[config.mk]
export PLATFORM = sky130hd
export DESIGN_NAME = adder_chk_cmp
export DESIGN_NICKNAME = d
export VERILOG_FILES = /design/src/rtl/adder_chk_pkg.sv /design/src/rtl/adder_chk_cmp.sv
export SDC_FILE = /design/constraint.sdc
export NUM_CORES = 1
export LEC_CHECK = 0
export BUFFER_PORTS_ARGS = -buffer_cell sky130_fd_sc_hd__buf_4
export CORE_MARGIN = 4
export CORE_UTILIZATION = 53
export CTS_BUF_LIST = sky130_fd_sc_hd__clkbuf_4 sky130_fd_sc_hd__clkbuf_8
export DETAILED_ROUTE_END_ITERATION = 6
export PLACE_DENSITY = 0.91
export SETUP_SLACK_MARGIN = 0.4
export SLEW_MARGIN = 20
export SYNTH_ARGS = -nofsm -noshare
export SYNTH_HDL_FRONTEND = slang
export SYNTH_SLANG_ARGS = --single-unit
export TNS_END_PERCENT = 100
[constraint.sdc]
create_clock -name clk -period 4.95 [get_ports clk]
set_clock_uncertainty 0.15 [all_clocks]
set_input_delay 0.495 -clock clk [delete_from_list [all_inputs] [get_ports clk]]
set_output_delay 0.495 -clock clk [all_outputs]
set_load 0.01 [all_outputs]
[src/rtl/adder_chk_pkg.sv]
// Shared FSM encoding and sweep-size helper for the adder response checker.
// Imported by the compare stage and the checker top.
package adder_chk_pkg;

    typedef logic [1:0] state_t;

    localparam state_t ST_IDLE  = 2'd0;
    localparam state_t ST_RUN   = 2'd1;
    localparam state_t ST_DRAIN = 2'd2;
    localparam state_t ST_DONE  = 2'd3;

    // Exhaustive sweep size: every (A, B, cin) combination.
    function automatic longint unsigned total_vecs(input int unsigned width);
        return longint'(1) << (2 * width + 1);
    endfunction

endpackage

[src/rtl/adder_chk_cmp.sv]
// Sample register plus golden-sum compare for the adder response checker.
// out_vld is registered; out_mis is derived from the registered sample.
module adder_chk_cmp
    import adder_chk_pkg::*;
#(
    parameter int WIDTH = 4
) (
    input  logic             clk,
    input  logic             rst,
    input  logic             in_vld,
    input  logic [WIDTH-1:0] a,
    input  logic [WIDTH-1:0] b,
    input  logic             cin,
    input  logic [WIDTH-1:0] sum,
    input  logic             cout,
    output logic             out_vld,
    output logic             out_mis,
    output logic [WIDTH-1:0] out_a,
    output logic [WIDTH-1:0] out_b,
    output logic             out_cin
);

    logic             vld_q, vld_d;
    logic [WIDTH-1:0] a_q, a_d;
    logic [WIDTH-1:0] b_q, b_d;
    logic             cin_q, cin_d;
    logic [WIDTH-1:0] sum_q, sum_d;
    logic             cout_q, cout_d;
    logic [WIDTH:0]   exp_w;

    always_comb begin
        vld_d  = in_vld;
        a_d    = a_q;
        b_d    = b_q;
        cin_d  = cin_q;
        sum_d  = sum_q;
        cout_d = cout_q;
        if (in_vld) begin
            a_d    = a;
            b_d    = b;
            cin_d  = cin;
            sum_d  = sum;
            cout_d = cout;
        end
    end

    always_ff @(posedge clk or posedge rst) begin
        if (rst) begin
            vld_q  <= 1'b0;
            a_q    <= '0;
            b_q    <= '0;
            cin_q  <= 1'b0;
            sum_q  <= '0;
            cout_q <= 1'b0;
        end else begin
            vld_q  <= vld_d;
            a_q    <= a_d;
            b_q    <= b_d;
            cin_q  <= cin_d;
            sum_q  <= sum_d;
            cout_q <= cout_d;
        end
    end

    // Full-width golden sum so the carry-out is checked too.
    always_comb begin
        exp_w = {1'b0, a_q} + {1'b0, b_q} + {{WIDTH{1'b0}}, cin_q};
    end

    assign out_vld = vld_q;
    assign out_mis = ({cout_q, sum_q} != exp_w);
    assign out_a   = a_q;
    assign out_b   = b_q;
    assign out_cin = cin_q;

endmodule

# After elaboration in Yosys (flattened, before gate mapping)

Index checks and enable logic that the tools add are counted.

Register bits: 15
Input port bits: 17
Word-level logic and storage cells: 9

Add/sub/neg operators: 2
Equal/unequal tests: 1

Operators with widths:

| operator      | number |
|---|---|
| $add A4 B4 Y5 | 1 |
| $add A5 B1 Y5 | 1 |
| $ne A5 B5 Y1  | 1 |

# Logic depth before layout (Yosys ltp)

Depth in word-level cells: 3
Depth in mapped cells: 6

# Worst setup path after synthesis

OpenSTA, ideal clock, no wires.

Kind: register to output
From: register a_q[0] (netlist: out_a[0])
To: output port out_mis
Arrival: 1.861 ns
Slack: 2.444 ns
Cell stages (with the launch flop): 7
Path buffers: 0
Cell sequence: dfrtp_1 fa_1 fa_1 a21o_1 a21oi_2 xor2_1 nand3_1

Word-level cells in the longest chain between the ends: 3

Ends and longest elaborated chain:

| what                     | RTL line            | text |
|---|---|---|
| start: declaration       | adder_chk_cmp.sv:24 | `logic [WIDTH-1:0] a_q, a_d;` |
| start signal: assignment | adder_chk_cmp.sv:50 | `a_q <= '0;` |
| start signal: assignment | adder_chk_cmp.sv:57 | `a_q <= a_d;` |
| $add A4 B4 Y5            | adder_chk_cmp.sv:67 | `exp_w = {1'b0, a_q} + {1'b0, b_q} + {{WIDTH{1'b0}}, cin_q};` |
| $add A5 B1 Y5            | adder_chk_cmp.sv:67 |  |
| $ne A5 B5 Y1             | adder_chk_cmp.sv:71 | `assign out_mis = ({cout_q, sum_q} != exp_w);` |
| end: declaration         | adder_chk_cmp.sv:17 | `output logic out_mis,` |

No other way between the ends.

# Worst setup path in the final report

Same ends and word-level chain as after synthesis.

==> flow_summary.ini <==
[worst_setup_path]
critPathLaunchType = flip-flop
path_common_cell = fa_1
crit_buf_inv = 1
slowest_stage = fa_1
path_class = flip-flop to output pin
critPathTopFamily = adder cells
cp.required_ps = 4300
worstPathMaxFanout = 3
cp.arrival_ps = 2290
slowest_delay_ps = 460
cp-end-kind = output pin
path_cells = fa_1 -> fa_1 -> a21o_1 -> a21oi_2 -> xor2_1 -> nand3_1 -> buf_4

[global_routing]
track_usage = 0.149
grt_pass1_vias = 523
grt.overflow.total = 0
grt_max_degree = 16
grt_pass1_wl_um = 2170
antenna_found_initial = 0

[final_layout]
fill_cells = 100
antenna_cells = 0
area_growth_syn_to_layout_pct = 33.1
fin_nets = 102
drive_above_1_share = 0.582

[floorplanning]
num_rows = 13
dieHeight_um = 45.0
die-area_um2 = 2030
ios = 28
core_area_um2 = 1300
fp.dieW_um = 45.0
initial_core_util = 0.558

[sta]
setup_viol = 0
timing.fmax_ghz = 0.341
rsz0062_at_grt = false
holdWs_ps = 119
relSlewSlack = 0.630
drv_slew = 0
period_share = 0.593
min_period_ps = 2930
fin_setup_tns_ps = 0
hold_violations = 0
tightest_slew_ps = 555

[cts]
cts_hold_buf = 0
cts_max_level = 1
cts_setup_buffers = 0
cts-root-buf = clkbuf_4
cts_buffers = 3
ctsResizeCount = 0
insertion_delay_ps = 270
cts_tree = yes
clk_pin_slew_ps = 80
cts_buffer_depth = 2
cts_sinks = 15

[drt]
ant_nets = 0
routed_via_density = 5.12
wl_per_cell_um = 13.8
drt-total-wl_um = 1290
first_pass_iters = 3
vias = 481
drt-initial-drc-count = 3
drc = 0

[min_path]
hp-class = input pin to asynchronous set/reset pin

[run_status]
outcome = finished clean

[synth]
syn_avg_cell_area_um2 = 14.8
yosys_warnings = 0
ys_types = 13
synth_fp_nets = 71
synthCells = 49
synth-seq-cells = 15
synth_area_um2 = 726
seq_area_frac_synth = 0.517

[placed_design]
portBuffers = 27
routabilityCongestion = 0.689

[run]
max_cap_violations = 0

[power_and_ir_drop]
power_leakage_nw = 0.462
p_per_area_nw_per_um2 = 316
vdd_ir_drop_max_uv = 248
p_total_uw = 305
cell usage in the layout (no fill, tap or decap), drive strengths merged:
cell type	instances
buf	27
inv	1
clkbuf	4
xnor2	4
nand3	1
nor3	1
mux2	14
ha	3
fa	2
dfrtp	15
xor2	3
a21oi	2
a21o	2
cells by family (layout without fill, tap and decap cells):
group,count (synthesis),in the layout,share of synthesized area
flops,15,15,0.517
buf+inv,2,32,0.0207
fa+ha+maj,5,5,0.107
compound gates,4,4,0.0396
simple gates,2,2,0.0138
mux,14,14,0.217
xor+xnor,7,7,0.0845
routing by layer:
metal  global-route usage  routed length (um)  share of wire  up-vias
met1                0.170                 472           0.36      227
met5                    0                   0              0        -
li1                     -                   -              -      230
met4               0.0526                  17          0.013        0
met3               0.0239                 119          0.092        2
met2                0.277                 684           0.53       22
layout make-up:
class	count	area, um2	area share
Tap cell	15	18.8	0.0194
Sequential cell	15	375	0.389
Timing Repair Buffer	27	203	0.210
Inverter	1	3.75	0.00389
Clock buffer	4	30.0	0.0311
Multi-Input combinational cell	32	335	0.347
per-stage QoR:
stage / cells / utilization / cell area [um2] / setup slack, ps
6_report: 94 / 0.742 / 966 / 2020
5_1_grt: 94 / 0.742 / 966 / 1880
4_1_cts: 94 / 0.742 / 966 / 1990
3_5_place_dp: 90 / 0.719 / 936 / 2300
3_3_place_gp: 90 / 0.719 / 936 / 2360
2_1_floorplan: 49 / - / 726 / 2440
cells in the mapped netlist:
library cell / number / area, um2
dfrtp_1: 15 / 375
mux2_2: 14 / 158
xnor2_1: 4 / 35.0
ha_1: 3 / 37.5
xor2_1: 3 / 26.3
a21o_1: 2 / 15.0
fa_1: 2 / 40.0
a21oi_1: 1 / 5.00
a21oi_2: 1 / 8.76
buf_6: 1 / 11.3
inv_1: 1 / 3.75
nand3_1: 1 / 5.00
nor3_1: 1 / 5.00
sequential cells by signal, summed over array words and instances, names as in the netlist:
register  flops
sum_q         4
cout_q        1
out_b         4
out_a         4
out_cin       1
out_vld       1
worst paths after layout:
| kind | cells past startpoint | to | slack [ps] | startpoint |
|---|---|---|---|---|
| worst max register to register | 1 | out_a[1] | 3970 | out_a[1] |
| worst min-delay path | 2 | out_vld | 120 | rst |
| max in group asynchronous | 2 | out_b[1] | 4170 | rst |
| worst min register to register | 1 | cout_q | 390 | cout_q |
| min in group clk | 2 | out_b[1] | 300 | b[1] |
| worst max-delay path | 7 | out_mis | 2020 | out_a[0] |
power breakdown:
part / internal [mW] / switching (mW)
Combinational: 0.0526 / 0.0361
Sequential: 0.134 / 0.0107
Clock: 0.0367 / 0.0344
Total: 0.224 / 0.0812
Note: power is estimated with default switching activity, not from simulation.
